`src/rtl/clock_period_meter_if.sv`:
```
// Purpose : bundles the measured clock, enable and measurement results of clock_period_meter.
// Latency : n/a (signal bundle only).
// Backpressure: none; results are strobed with valid and must be taken that cycle.
// Ports   : meas_in/enable flow master->slave; period_out/valid/stable/overflow flow slave->master.
interface clock_period_meter_if #(
  parameter int CNT_W = 8
);
  logic             meas_in;
  logic             enable;
  logic [CNT_W-1:0] period_out;
  logic             valid;
  logic             stable;
  logic             overflow;

  // master: the agent that supplies the clock under test and consumes results
  modport master (
    output meas_in, enable,
    input  period_out, valid, stable, overflow
  );

  // slave: the meter itself
  modport slave (
    input  meas_in, enable,
    output period_out, valid, stable, overflow
  );
endinterface

```
`src/rtl/clock_period_meter.sv`:
```
// Purpose : measures the rising-to-rising period of meas_in in clk cycles, with stable/overflow flags.
// Latency : edge seen SYNC_STAGES+1 clk edges after meas_in rises; outputs registered on that edge.
// Backpressure: none; one-cycle valid strobe per report, consumer must sample it.
// Ports   : clk, reset (async, active-high); bus (slave modport): meas_in, enable in;
//           period_out[CNT_W], valid, stable, overflow out.
module clock_period_meter #(
  parameter int CNT_W       = 8,
  parameter int SYNC_STAGES = 2   // must be >= 2
) (
  input logic                  clk,
  input logic                  reset,
  clock_period_meter_if.slave  bus
);

  typedef enum logic [1:0] {
    IDLE  = 2'd0,
    ARM   = 2'd1,
    COUNT = 2'd2
  } state_t;

  localparam logic [CNT_W-1:0] CNT_MAX = '1;
  localparam logic [CNT_W-1:0] CNT_ONE = CNT_W'(1);

  logic [SYNC_STAGES-1:0] sync_q;
  logic                   edge_q;
  logic                   meas_edge;

  state_t           state;
  logic [CNT_W-1:0] counter;
  logic             first;      // next edge-report is the first since ARM
  logic [CNT_W-1:0] period_q;
  logic             valid_q;
  logic             stable_q;
  logic             overflow_q;

  // Synchroniser plus edge register. Latency is fixed, so it cancels out of
  // every rise-to-rise difference.
  always_ff @(posedge clk or posedge reset) begin
    if (reset) begin
      sync_q <= '0;
      edge_q <= 1'b0;
    end else begin
      sync_q <= {sync_q[SYNC_STAGES-2:0], bus.meas_in};
      edge_q <= sync_q[SYNC_STAGES-1];
    end
  end

  assign meas_edge = sync_q[SYNC_STAGES-1] & ~edge_q;

  always_ff @(posedge clk or posedge reset) begin
    if (reset) begin
      state      <= IDLE;
      counter    <= '0;
      first      <= 1'b0;
      period_q   <= '0;
      valid_q    <= 1'b0;
      stable_q   <= 1'b0;
      overflow_q <= 1'b0;
    end else begin
      valid_q <= 1'b0;
      if (!bus.enable) begin
        // period_q and overflow_q deliberately hold their last values
        state    <= IDLE;
        counter  <= '0;
        stable_q <= 1'b0;
      end else begin
        case (state)
          IDLE: begin
            counter <= '0;
            state   <= ARM;
          end
          ARM: begin
            // first edge only starts timing; nothing is reported
            if (meas_edge) begin
              counter <= CNT_ONE;
              first   <= 1'b1;
              state   <= COUNT;
            end
          end
          COUNT: begin
            if (meas_edge) begin
              // edge beats saturation when both land in the same cycle
              period_q   <= counter;
              valid_q    <= 1'b1;
              overflow_q <= 1'b0;
              stable_q   <= !first && !overflow_q && (counter == period_q);
              first      <= 1'b0;
              counter    <= CNT_ONE;
            end else if (counter == CNT_MAX) begin
              period_q   <= CNT_MAX;
              valid_q    <= 1'b1;
              overflow_q <= 1'b1;
              stable_q   <= 1'b0;
              counter    <= '0;
              state      <= ARM;
            end else begin
              counter <= counter + CNT_ONE;
            end
          end
          default: state <= IDLE;
        endcase
      end
    end
  end

  assign bus.period_out = period_q;
  assign bus.valid      = valid_q;
  assign bus.stable     = stable_q;
  assign bus.overflow   = overflow_q;

endmodule
```
`src/flat_wrapper.sv`:
```
// flat-port wrapper written by rule: the top's interface ports become plain ports
module clock_period_meter_flat 
#(
  parameter int CNT_W       = 8,
  parameter int SYNC_STAGES = 2                  
)
  (clk, reset, bus_meas_in, bus_enable, bus_period_out, bus_valid, bus_stable, bus_overflow);
  clock_period_meter_if #(.CNT_W(CNT_W)) bus_i ();
  input logic clk;
  input logic reset;
  input wire logic [$bits(bus_i.meas_in)-1:0] bus_meas_in;
  input wire logic [$bits(bus_i.enable)-1:0] bus_enable;
  output wire logic [$bits(bus_i.period_out)-1:0] bus_period_out;
  output wire logic [$bits(bus_i.valid)-1:0] bus_valid;
  output wire logic [$bits(bus_i.stable)-1:0] bus_stable;
  output wire logic [$bits(bus_i.overflow)-1:0] bus_overflow;
  assign bus_i.meas_in = bus_meas_in;
  assign bus_i.enable = bus_enable;
  assign bus_period_out = bus_i.period_out;
  assign bus_valid = bus_i.valid;
  assign bus_stable = bus_i.stable;
  assign bus_overflow = bus_i.overflow;
  clock_period_meter #(.CNT_W(CNT_W), .SYNC_STAGES(SYNC_STAGES)) u_core (.clk(clk), .reset(reset), .bus(bus_i));
endmodule
```
`config.mk`:
```
export PLATFORM = sky130hd
export DESIGN_NAME = clock_period_meter_flat
export DESIGN_NICKNAME = d
export VERILOG_FILES = /design/src/rtl/clock_period_meter_if.sv /design/src/rtl/clock_period_meter.sv /design/src/flat_wrapper.sv
export SDC_FILE = /design/constraint.sdc
export NUM_CORES = 1
export LEC_CHECK = 0
export BUFFER_PORTS_ARGS = -buffer_cell sky130_fd_sc_hd__buf_2
export CAP_MARGIN = 20
export CORE_UTILIZATION = 50
export CTS_CLUSTER_DIAMETER = 80
export DETAILED_ROUTE_END_ITERATION = 8
export GPL_TIMING_DRIVEN = 0
export HOLD_SLACK_MARGIN = 0.06
export PLACE_DENSITY_LB_ADDON = 0.2
export SETUP_SLACK_MARGIN = 0.02
export SKIP_LAST_GASP = 1
export SYNTH_ARGS = -nofsm -noshare
export SYNTH_HDL_FRONTEND = slang
export SYNTH_SLANG_ARGS = --single-unit
```
`constraint.sdc`:
```
create_clock -name clk -period 2.2 [get_ports clk]
set_input_delay 0 -clock clk [delete_from_list [all_inputs] [get_ports clk]]
set_output_delay 0 -clock clk [all_outputs]
set_load 0.02 [all_outputs]
```
Yosys cells after proc, flatten, opt, wreduce, memory -nomap -nowiden
Index checks and enable logic that the tools add are counted.
- flip-flop bits (word level): 25
- output and inout bits: 11
- add/sub/neg operators: 1
- equal/unequal tests: 12
- muxes and demuxes: 25
- bitwise operators: 2
- reductions and logical operators: 12
- operators with widths (operator ; count):
    2-to-1 mux 8 bit ; 6
    one-hot mux 8 bit (3 select lines) ; 1
    2-to-1 mux 1 bit ; 12
    adder 8 x 1 -> 8 bit, second input constant ; 1
    equality test 8 bit ; 1
    equality test 8 bit, second input constant ; 1
    2-to-1 mux 2 bit ; 4
    != test 2 x 1 -> 1 bit, second input constant ; 3
    != test 3 x 2 -> 1 bit, second input constant ; 2
    one-hot mux 2 bit (3 select lines) ; 1
    AND reduction 3 bit ; 2
    != test 4 x 1 -> 1 bit, second input constant ; 1
    AND reduction 2 bit ; 2
    AND reduction 4 bit ; 1
    nonzero test 2 bit ; 2
    != test 3 x 1 -> 1 bit, second input constant ; 1
    != test 3 bit, second input constant ; 1
    equality test 2 x 1 -> 1 bit, second input constant ; 1
    equality test 2 bit, second input constant ; 1
    logical AND 1 bit ; 2
    logical NOT 1 bit ; 2
    logical NOT 2 bit ; 1
    one-hot mux 1 bit (2 select lines) ; 1
    bitwise AND 1 bit ; 1
    inverter 1 bit ; 1

Logic depth before layout (Yosys ltp)
Gate-level depths: netlist (run 1).
- depth in word-level cells: 6
- depth in mapped cells: 7
- mapped depth without buffers: 6

Worst setup path after synthesis (run 1)
OpenSTA, ideal clock, no wires.
- kind: reg2reg
- start: register u_core.state[0]
- end: register u_core.counter[6]
- library setup time: 0.078 ns
- arrival: 1.563 ns
- required time: 2.122 ns
- slack: 0.560 ns
- stages on the path, launching flop included: 8
- period minus slack after synthesis: 1.640 ns
- cell sequence: dfrtp_1 -> inv_1 -> ha_1 -> and2_1 -> buf_2 -> nand2_1 -> or4_1 -> o2bb2ai_1
- word-level cells in the longest chain between the ends: 3
- RTL lines (element ; line ; source):
    start: declaration ; clock_period_meter.sv:28 ; state_t state;
    start signal: assignment ; clock_period_meter.sv:52 ; state <= IDLE;
    start signal: assignment ; clock_period_meter.sv:63 ; state <= IDLE;
    start signal: assignment ; clock_period_meter.sv:70 ; state <= ARM;
    equality test 2 bit (tied with other cells) ; clock_period_meter.sv:67 ; case (state)
    one-hot mux 8 bit (3 select lines) (tied with other cells) ; clock_period_meter.sv:67 ;
    2-to-1 mux 8 bit or AND reduction 2 bit (tied branches) ; n/a ;
    end signal: assignment ; clock_period_meter.sv:97 ; counter <= counter + CNT_ONE;
    end: declaration ; clock_period_meter.sv:29 ; logic [CNT_W-1:0] counter;
Parallel ways exist; a longest one is shown, timed or not.
A chain may end at the register's enable or synchronous reset.

Worst setup path after layout (run 1)
- start: register u_core.state[0]
- end: register u_core.counter[2]
The elaborated chain is that of the path after synthesis.

==> key figures, run 1 <==
Pwr
  – Sequential power share: 50.6%
  – Power Density: 805 nW/um^2
  – Clock power frac: 17.7%
  – Combinational group share of total power: 31.7%
  – Switching pwr: 0.000428 W
  – Switching Fraction: 36.3%
  – Static leakage: 0.650 nW
  – Cell internal pwr: 0.000749 W
  – Peak supply drop: 0.520 mV

Floorplanning
  – Die X: 52.9 um
  – # IOs: 15
  – Initial Util: 52.8%
  – Cell row count: 18
  – Core area: 2450 sq um
  – Die Y: 52.9 um
  – Die area: 2800 sq um

Timing
  – Setup TNS Final: 0 ns
  – Crit share post-route: 86.2%
  – Tmin final: 1.90 ns
  – Worst slew pin tran: 0.937 ns
  – Unrepaired setup endpoints after global routing: no
  – Final Max Tran Viols: 0
  – Fin. Hold Viols: 0
  – Hold_ws: 0.309 ns
  – Clock skew: 0.00488 ns
  – F_max: 0.527 GHz
  – Setup violators final: 0
  – Slew margin rel.: 37.4%

Logic synthesis
  – EDFF count, synth: 0
  – Net Count, Synth: 136
  – Synth Area per Inst: 10.2 sq um
  – Cell with the most instances after synthesis: dfrtp_1
  – Top cell type's share of synthesized area: 48.3%
  – Post-synth ARST share: 100%
  – Synth warn: 0
  – Dominant synthesized flop cell: dfrtp_1
  – Synth top area cells: dfrtp_1 48%, ha_1 4.8%, a21oi_1 4.6%, xnor2_1 3.4%, nand2_1 3.2%
  – Yosys cell types: 36
  – Post-Syn Instances: 127
  – Post-synthesis sequential area ratio: 48.3%
  – Number of synthesized register bits: 25
  – Area leader, netlist: dfrtp_1
  – Most common library cells after synthesis: 25 x dfrtp_1, 12 x a21oi_1, 11 x nand2_1
  – Mapped cell area: 1300 sq um

Setup path
  – Worst setup SP type: flop
  – Max stage delay on crit path: 0.41 ns
  – Max stage delay cell, worst path: dfrtp_1
  – Worst reg2reg endpoint: u_core.counter[2]$_DFFE_PP0P_
  – Worst-path cell chain: inv_1, ha_1, o32ai_2, buf_4, nor2_1, a22o_1
  – R2r worst-path depth: 6
  – Worst EP required: 2.43 ns
  – Kind of end point of the critical path: flop
  – Buffers plus inverters on the worst setup path: 2
  – Setup CP Type: reg2reg
  – CP delay by family, top: compound AO/OA/AOI/OAI gates
  – Worst Path Arrival: 2.12 ns
  – CP max FO: 10
  – Worst flop-to-flop path startpoint: u_core.state[0]$_DFFE_PP0P_
  – R2R Setup Slk: 0.30 ns

Clocking
  – Clk Tree Root Cell: clkbuf_4
  – CTS clk-pin slew, worst paths: 0.14 ns
  – Clk_lat worst skew: 0.32 ns
  – Clock buffer depth: 2
  – Clock Sinks: 25
  – CTS buffer count: 3
  – # H-tree levels: 1
  – TritonCTS clock tree: built
  – Number of gates resized after CTS: 0

Detailed routing
  – DR pass1 iterations: 5
  – DRC Markers: 0
  – Via/cell ratio: 5.83
  – Mean routed wirelength per cell: 14.9 um
  – Vias: 1,037
  – Initial drt markers: 25
  – Post-DRT Antenna Nets: 0
  – WL final: 2660 um

Global route
  – Vias in the first global route: 983
  – Global-route wire length before repair: 4500 um
  – Global route overflow: 0
  – Largest net degree at the start of global routing: 26
  – Antenna violations before repair: 0
  – Total GRT Usage: 22.4%

Job
  – Max Cap Viol: 0

Outcome
  – Status: finished clean

Finish
  – Fillers: 214
  – FF+latch area: 626 sq um
  – Post-layout util: 59.5%
  – Total Nets Final: 158
  – Fin cells: 178
  – Layout area overhead: 12.7%
  – Diode count: 0
  – Fraction of layout cells with a size suffix above 1: 19.6%
  – Area occupied by multi-input gates: 634 sq um

Worst hold path
  – Worst Hold End: u_core.sync_q[0]$_DFF_PP0_
  – Hold WC Path Type: in2reg
  – Worst hold start: bus_meas_in
  – Hold-critical path depth: 2

Place
  – GP Congestion: 0.845
  – DP HPWL: 1990 um
  – Port bufs: 14
  – Placed cell count: 171
[power by group through the flow]
stage / combinational (W) / sequential, W / clock, W
after floorplan: 0.000211 / 0.000649 / 0
after global placement: 0.000362 / 0.000599 / 0
after detailed placement: 0.000372 / 0.000603 / 0
after CTS: 0.000376 / 0.000594 / 0.000216
after global routing: 0.000413 / 0.000605 / 0.000233
final: 0.000373 / 0.000595 / 0.000209
[cell usage in the layout (no fill, tap or decap), types with 2 or more instances in the layout]
cell and count:
a21oi_1 12, inv_1 5, nand3_1 2, nor3_1 5, xnor2_1 5, o22a_1 4, dlygate4sd3_1 3, o21bai_1 2
nand4_1 2, o31ai_1 4, or4_1 2, clkbuf_4 3, o21ai_0 5, buf_2 16, xor2_1 3, or3_1 5
nand2_1 11, ha_1 5, dfrtp_1 25, a22o_1 2, nor2_1 9
[worst max path at each step]
stage	from	endpoint	slack (ns)	cells past startpoint
finish	u_core.state[0]$_DFFE_PP0P_	u_core.counter[2]$_DFFE_PP0P_	0.30	6
global route	u_core.state[0]$_DFFE_PP0P_	u_core.counter[2]$_DFFE_PP0P_	0.15	6
CTS	u_core.state[0]$_DFFE_PP0P_	u_core.counter[2]$_DFFE_PP0P_	0.29	6
detailed placement	u_core.state[0]$_DFFE_PP0P_	u_core.counter[2]$_DFFE_PP0P_	0.32	6
global placement	u_core.state[0]$_DFFE_PP0P_	u_core.counter[2]$_DFFE_PP0P_	0.36	6
floorplan	u_core.state[0]$_DFFE_PP0P_	u_core.counter[6]$_DFFE_PP0P_	0.56	7
[through the flow]
stage / power [W] / instance area, sq um / setup WS (ns)
2_1_floorplan: 0.000860 / 1300 / 0.560
3_3_place_gp: 0.000961 / 1400 / 0.355
3_5_place_dp: 0.000976 / 1400 / 0.322
4_1_cts: 0.00119 / 1460 / 0.293
5_1_grt: 0.00125 / 1460 / 0.150
6_report: 0.00118 / 1460 / 0.304
[state kept, by name, summed over array words and instances (netlist names)]
signal,flops
u_core.bus.period_out,8
u_core.counter,8
u_core.state,2
u_core.sync_q,2
u_core.bus.overflow,1
u_core.bus.stable,1
u_core.bus.valid,1
u_core.edge_q,1
u_core.first,1
[per-layer routing]
layer,GRT usage (%),share of wire (%),vias up
met5,0,0,-
met4,10.5,1.4,0
met3,3.16,3.2,4
met2,35.2,48,25
met1,30.1,48,508
li1,-,-,500
[cell type report]
type / count / share of cell area (%)
clock buffers: 3 / 1.54
clock inverters: 1 / 0.342
inverters: 5 / 1.28
flip-flops and latches: 25 / 42.8
repair buffers: 17 / 6.85
well taps: 30 / 2.57
multi-input cells: 94 / 43.4
plain buffers: 3 / 1.20
[timing repair]
item | CTS | global route
setup endpoints to repair | 0 | 0
hold endpoints to repair | 29 | 0
hold buffers | 3 | 0
setup buffers | 0 | 0
[cells by family (layout without fill, tap and decap cells)]
logic type      count (synthesis)  after routing  synth area share [%]
mux                             1              1                 0.772
fa+ha+maj                       5              5                  4.83
xor+xnor                        8              8                  5.41
buf+inv                         8             29                  2.80
flops                          25             25                  48.3
simple gates                   43             43                  17.1
compound gates                 37             37                  20.9
Note: power is estimated with default switching activity, not from simulation.
==> run 2, diff against run 1 <==
--- a/config.mk
+++ b/config.mk
@@ -5,11 +5,11 @@
 export SDC_FILE = /design/constraint.sdc
 export NUM_CORES = 1
 export LEC_CHECK = 0
-export BUFFER_PORTS_ARGS = -buffer_cell sky130_fd_sc_hd__buf_2
 export CAP_MARGIN = 20
 export CORE_UTILIZATION = 50
 export CTS_CLUSTER_DIAMETER = 80
 export DETAILED_ROUTE_END_ITERATION = 8
+export DONT_BUFFER_PORTS = 1
 export GPL_TIMING_DRIVEN = 0
 export HOLD_SLACK_MARGIN = 0.06
 export PLACE_DENSITY_LB_ADDON = 0.2
==> run 2 against run 1 <==
  * First-iteration DRC count down 76%
  * Sequential cell count unchanged
  * Combinational power down 26%
  * Worst hold slack worse by 0.14 ns
  * Clock skew up 0.0039 ns
  * Critical path type unchanged
==> key figures, run 2 (synthesis results as in run 1) <==
Outcome
  – Status: finished clean

Setup path
  – Worst flop-to-flop path startpoint: u_core.counter[0]$_DFFE_PP0P_
  – Worst reg2reg endpoint: u_core.state[0]$_DFFE_PP0P_
  – Worst-path cell chain: ha_1, nand3_1, o31ai_1, o21ai_0, mux2i_1
  – CP delay by family, top: compound AO/OA/AOI/OAI gates
  – CP max FO: 7 (-3)
  – Worst setup SP type: flop
  – R2R Setup Slk: 0.29 ns (about the same)
  – Buffers plus inverters on the worst setup path: 0 (-2)
  – Kind of end point of the critical path: flop
  – Worst Path Arrival: 2.12 ns (about the same)
  – Worst EP required: 2.41 ns (-0.02 ns)
  – Max stage delay on crit path: 0.51 ns (+0.10 ns)
  – Max stage delay cell, worst path: dfrtp_1
  – Crit. path cell count: 5 (-1)
  – R2r worst-path depth: 5 (-1)
  – Setup CP Type: reg2reg

Global route
  – Global-route wire length before repair: 4440 um (-1.4%)
  – Largest net degree at the start of global routing: 26 (unchanged)
  – Vias in the first global route: 988 (+0.51%)
  – Global route overflow: 0 (unchanged)
  – Total GRT Usage: 22.3% (-0.074 points)
  – Antenna violations before repair: 0 (unchanged)

Finish
  – Total Nets Final: 146 (-7.6%)
  – Commonest non-fill, non-tap cells in the layout: 25 x dfrtp_1, 12 x a21oi_1, 11 x nand2_1, 9 x nor2_1
  – Layout area overhead: 10.1%
  – Fraction of layout cells with a size suffix above 1: 11.0% (-8.6 points)
  – Diode count: 0 (unchanged)
  – Most common cell after layout, fill and taps aside: dfrtp_1
  – Post-layout util: 58.2% (-1.4 points)
  – Fillers: 214 (unchanged)
  – FF+latch area: 626 sq um (unchanged)
  – Area occupied by multi-input gates: 634 sq um (unchanged)

Timing
  – Setup TNS Final: 0 ns (unchanged)
  – PnR worst setup slack: 0.289 ns (-0.0149 ns)
  – F_max: 0.523 GHz (-0.78%)
  – Unrepaired setup endpoints after global routing: no
  – Crit share post-route: 86.9% (+0.68 points)
  – Clock skew: 0.00878 ns (+0.00390 ns)
  – Tmin final: 1.91 ns (+0.0149 ns)
  – Slew margin rel.: 70.2% (+33 points)
  – Setup violators final: 0 (unchanged)
  – Fin. Hold Viols: 0 (unchanged)
  – Final Max Tran Viols: 0 (unchanged)
  – Worst slew pin tran: 0.446 ns (-0.491 ns)

Detailed routing
  – WL final: 2680 um (+0.83%)
  – DR pass1 iterations: 4 (-1)
  – DRC Markers: 0 (unchanged)
  – Mean routed wirelength per cell: 16.2 um (+8.1%)
  – Vias: 979 (-5.6%)
  – Via/cell ratio: 5.90 (+1.2%)
  – Post-DRT Antenna Nets: 0 (unchanged)
  – Initial drt markers: 6 (-76%)

Floorplanning
  – Cell row count: 18 (unchanged)
  – Core area: 2450 sq um (unchanged)
  – Die Y: 52.9 um (unchanged)
  – Die area: 2800 sq um (unchanged)
  – # IOs: 15 (unchanged)
  – Die X: 52.9 um (unchanged)
  – Initial Util: 52.8% (unchanged)

Clocking
  – CTS buffer count: 3 (unchanged)
  – Clock Sinks: 25 (unchanged)
  – CTS clk-pin slew, worst paths: 0.14 ns (about the same)
  – Number of gates resized after CTS: 0 (unchanged)
  – Clk Tree Root Cell: clkbuf_4
  – Post-CTS Setup Bufs: 0 (unchanged)
  – Clock buffer depth: 2 (unchanged)
  – # H-tree levels: 1 (unchanged)
  – TritonCTS clock tree: built
  – Clk_lat worst skew: 0.32 ns (about the same)
  – CTS Hold Buffers Added: 3 (unchanged)

Worst hold path
  – Hold-critical path depth: 4 (+2)
  – Worst Hold End: u_core.bus.period_out[0]$_DFFE_PP0P_
  – Hold WC Path Type: in2reg
  – Worst hold start: bus_enable

Job
  – Max Cap Viol: 0 (unchanged)

Place
  – Port bufs: 0 (-14)
  – Pre-CTS WS: 0.329 ns (+0.00707 ns)
  – GP Congestion: 0.778 (-7.9%)
  – DP HPWL: 1850 um (-6.9%)

Pwr
  – Static leakage: 0.595 nW (-8.5%)
  – Peak supply drop: 0.465 mV (-11%)
  – Power Density: 800 nW/um^2 (-0.66%)
run 2: cell count changes in the layout (fill, tap and decap cells not counted):
cell           before  now
clkbuf_1            0    1
buf_16              0    1
clkinv_2            1    0
buf_2              16    2
dlygate4sd3_1       3    4
run 2: tightest hold or removal path: stages:
cell and delay [ns]:
and2_1 0.11, buf_2 0.17, a21oi_1 0.13, nor2_1 0.05
run 2: power by group:
part / switching [W] / leakage [nW] / internal [W]
logic: 0.000151 / 0.249 / 0.000126
registers: 0.000134 / 0.331 / 0.000526
clock network: 0.000133 / 0.0150 / 0.0000708
total: 0.000418 / 0.595 / 0.000723
run 2: worst max-delay path by stage:
stage | to | slack [ns] | start
6_report | u_core.state[0]$_DFFE_PP0P_ | 0.29 | u_core.counter[0]$_DFFE_PP0P_
3_5_place_dp | u_core.counter[2]$_DFFE_PP0P_ | 0.33 | u_core.state[0]$_DFFE_PP0P_
4_1_cts | u_core.counter[2]$_DFFE_PP0P_ | 0.30 | u_core.state[0]$_DFFE_PP0P_
3_3_place_gp | u_core.counter[2]$_DFFE_PP0P_ | 0.35 | u_core.state[0]$_DFFE_PP0P_
2_1_floorplan | u_core.counter[6]$_DFFE_PP0P_ | 0.56 | u_core.state[0]$_DFFE_PP0P_
5_1_grt | u_core.counter[6]$_DFFE_PP0P_ | 0.13 | u_core.state[0]$_DFFE_PP0P_
run 2: routing by layer:
layer | routed length [um] | up-vias | GRT usage (%)
met5 | 0 | - | 0
met1 | 1250 | 469 | 28.9
li1 | - | 476 | -
met4 | 71 | 0 | 11.8
met2 | 1250 | 28 | 36.1
met3 | 106 | 6 | 2.87
run 2: layout make-up:
| type | instances | area share (%) |
|---|---|---|
| Timing Repair Buffer | 5 | 4.73 |
| Sequential cell | 25 | 43.8 |
| Inverter | 5 | 1.31 |
| Multi-Input combinational cell | 94 | 44.4 |
| Tap cell | 30 | 2.63 |
| Buffer | 3 | 1.23 |
| Clock buffer | 4 | 1.84 |
run 2: per-stage QoR:
| stage | std cells | total power (W) | cell area, sq um | hold slack (ns) |
|---|---|---|---|---|
| 6_report | 166 | 0.00114 | 1430 | 0.169 |
| 5_1_grt | 166 | 0.00121 | 1430 | 0.183 |
| 4_1_cts | 164 | 0.00113 | 1390 | 0.164 |
| 3_5_place_dp | 157 | 0.000923 | 1330 | 0.0315 |
| 3_3_place_gp | 157 | 0.000915 | 1330 | 0.0315 |
| 2_1_floorplan | 127 | 0.000860 | 1300 | 0.0273 |
==> run 3, diff against run 2 <==
--- a/config.mk
+++ b/config.mk
@@ -13,6 +13,7 @@
 export GPL_TIMING_DRIVEN = 0
 export HOLD_SLACK_MARGIN = 0.06
 export PLACE_DENSITY_LB_ADDON = 0.2
+export REMOVE_ABC_BUFFERS = 1
 export SETUP_SLACK_MARGIN = 0.02
 export SKIP_LAST_GASP = 1
 export SYNTH_ARGS = -nofsm -noshare
==> run 3 against run 2 <==
  * Worst setup slack improved by 0.045 ns
  * Core utilization fell by 1.8 points
  * First-iteration DRC count rose by 100%
  * Sequential cell count did not move
  * Fmax rose by 2.4%
  * Highest routed layer unchanged
  * Routed wire length fell by 2.9%
  * Register-to-register slack improved by 0.05 ns
  * Power fell by 1.0%
  * Clock-buffer cell count did not move
==> key figures, run 3 (synthesis results as in run 1) <==
Outcome
  – Status: finished clean

Clocking
  – Clock buffer depth: 2 (unchanged)
  – Clock Sinks: 25 (unchanged)
  – TritonCTS clock tree: built
  – CTS buffer count: 3 (unchanged)
  – Post-CTS Setup Bufs: 0 (unchanged)
  – # H-tree levels: 1 (unchanged)
  – Clk_lat worst skew: 0.32 ns (about the same)
  – Clk Tree Root Cell: clkbuf_4
  – CTS clk-pin slew, worst paths: 0.14 ns (about the same)

Setup path
  – Worst setup SP type: flop
  – Buffers plus inverters on the worst setup path: 1 (+1)
  – Worst reg2reg endpoint: u_core.counter[2]$_DFFE_PP0P_
  – Worst flop-to-flop path startpoint: u_core.state[0]$_DFFE_PP0P_
  – Worst-path cell chain: inv_1, ha_1, o32ai_4, nor2_1, a22o_1
  – Max stage delay cell, worst path: o32ai_4
  – Kind of end point of the critical path: flop
  – R2r worst-path depth: 5 (unchanged)
  – Worst Path Arrival: 2.08 ns (-0.04 ns)
  – Max stage delay on crit path: 0.53 ns (+0.02 ns)
  – CP delay by family, top: compound AO/OA/AOI/OAI gates
  – Worst EP required: 2.41 ns (about the same)
  – Setup CP Type: reg2reg
  – CP max FO: 15 (+8)
  – R2R Setup Slk: 0.33 ns (+0.05 ns)

Global route
  – Antenna violations before repair: 0 (unchanged)
  – Vias in the first global route: 894 (-9.5%)
  – Total GRT Usage: 19.2% (-3.1 points)
  – Global route overflow: 0 (unchanged)
  – Global-route wire length before repair: 3880 um (-13%)
  – Largest net degree at the start of global routing: 26 (unchanged)

Detailed routing
  – Vias: 949 (-3.1%)
  – DRC Markers: 0 (unchanged)
  – Post-DRT Antenna Nets: 0 (unchanged)
  – Via/cell ratio: 5.89 (about the same)
  – Initial drt markers: 12 (+6)
  – DR pass1 iterations: 4 (unchanged)
  – Mean routed wirelength per cell: 16.2 um (+0.15%)
  – WL final: 2610 um (-2.9%)

Timing
  – F_max: 0.536 GHz (+2.4%)
  – Setup TNS Final: 0 ns (unchanged)
  – Worst slew pin tran: 0.925 ns (+0.479 ns)
  – Final Max Tran Viols: 0 (unchanged)
  – Unrepaired setup endpoints after global routing: no
  – Setup violators final: 0 (unchanged)
  – Tmin final: 1.87 ns (-0.0451 ns)
  – Fin. Hold Viols: 0 (unchanged)
  – Slew margin rel.: 38.2% (-32 points)
  – Crit share post-route: 84.8% (-2.0 points)
  – Clock skew: 0.00789 ns (-0.000896 ns)

Place
  – GP Congestion: 0.854 (+9.7%)
  – Port bufs: 0 (unchanged)
  – DP HPWL: 1790 um (-3.6%)

Pwr
  – Static leakage: 0.566 nW (-5.0%)
  – Power Density: 816 nW/um^2 (+2.1%)
  – Peak supply drop: 0.541 mV (+17%)

Finish
  – Diode count: 0 (unchanged)
  – Layout area overhead: 6.76%
  – Fraction of layout cells with a size suffix above 1: 8.40% (-2.6 points)
  – Commonest non-fill, non-tap cells in the layout: 25 x dfrtp_1, 12 x a21oi_1, 11 x nand2_1, 9 x nor2_1
  – Most common cell after layout, fill and taps aside: dfrtp_1
  – Total Nets Final: 141 (-3.4%)
  – Fillers: 221 (+3.3%)
  – Post-layout util: 56.4% (-1.8 points)

Floorplanning
  – Core area: 2450 sq um (unchanged)
  – Die area: 2800 sq um (unchanged)
  – Die X: 52.9 um (unchanged)
  – Initial Util: 52.8% (unchanged)
  – Die Y: 52.9 um (unchanged)
  – # IOs: 15 (unchanged)
  – Cell row count: 18 (unchanged)

Job
  – Max Cap Viol: 0 (unchanged)

Worst hold path
  – Worst Hold End: u_core.bus.period_out[0]$_DFFE_PP0P_
  – Hold-critical path depth: 3 (-1)
  – Hold WC Path Type: in2reg
  – Worst hold start: bus_enable
## run 3: cell count changes in the layout (fill, tap and decap cells not counted), sizes merged
cell / change
buf: -4
dlygate4sd3: -1
## run 3: worst max-delay path by stage
stage	from	endpoint	cells after the start
detailed placement	u_core.state[0]$_DFFE_PP0P_	u_core.counter[2]$_DFFE_PP0P_	5
floorplan	u_core.state[0]$_DFFE_PP0P_	u_core.counter[2]$_DFFE_PP0P_	5
CTS	u_core.state[0]$_DFFE_PP0P_	u_core.counter[2]$_DFFE_PP0P_	5
finish	u_core.state[0]$_DFFE_PP0P_	u_core.counter[2]$_DFFE_PP0P_	5
global placement	u_core.state[0]$_DFFE_PP0P_	u_core.counter[2]$_DFFE_PP0P_	5
global route	u_core.state[0]$_DFFE_PP0P_	u_core.counter[7]$_DFFE_PP0P_	5
## run 3: tightest hold or removal path, stage by stage
cell and delay [ns]:
and2_1 0.22, a21oi_1 0.16, nor2_1 0.05
## run 3: timing repair
item                                    4_1_cts  5_1_grt
endpoints found under the setup margin        0        7
gates resized for setup                       0        1
hold endpoints to repair                     32        0
hold buffers                                  3        0
## run 3: layer usage
layer  part of all wire, %  routed length, um  track usage (%)
met1                    49               1280             22.3
met2                    48               1250             34.0
met3                   2.4                 62             3.74
met4                  0.69                 18             8.33
met5                     0                  0                0
## run 3: cell type report
| cell class | instances | area (sq um) | share of cell area, % |
|---|---|---|---|
| tap | 30 | 37.5 | 2.71 |
| timing repair buffer | 3 | 30.0 | 2.17 |
| sequential | 25 | 626 | 45.2 |
| inverter | 5 | 18.8 | 1.36 |
| multi-input combinational | 94 | 646 | 46.7 |
| clock buffer | 4 | 26.3 | 1.90 |
## run 3: power by group
part / internal, W / switching [W] / leakage, nW
registers: 0.000526 / 0.000131 / 0.331
clock network: 0.0000708 / 0.000135 / 0.0150
logic: 0.000118 / 0.000148 / 0.219
## run 3: through the flow
step	std cells	worst slack, ns	hold slack, ns	area, sq um	total power [W]
finish	161	0.334	0.132	1380	0.00113
global route	161	0.166	0.131	1380	0.00119
CTS	161	0.0983	0.134	1370	0.00113
detailed placement	154	0.109	0.0315	1320	0.000918
global placement	154	0.183	0.0315	1320	0.000909
floorplan	124	0.442	0.0273	1280	0.000852
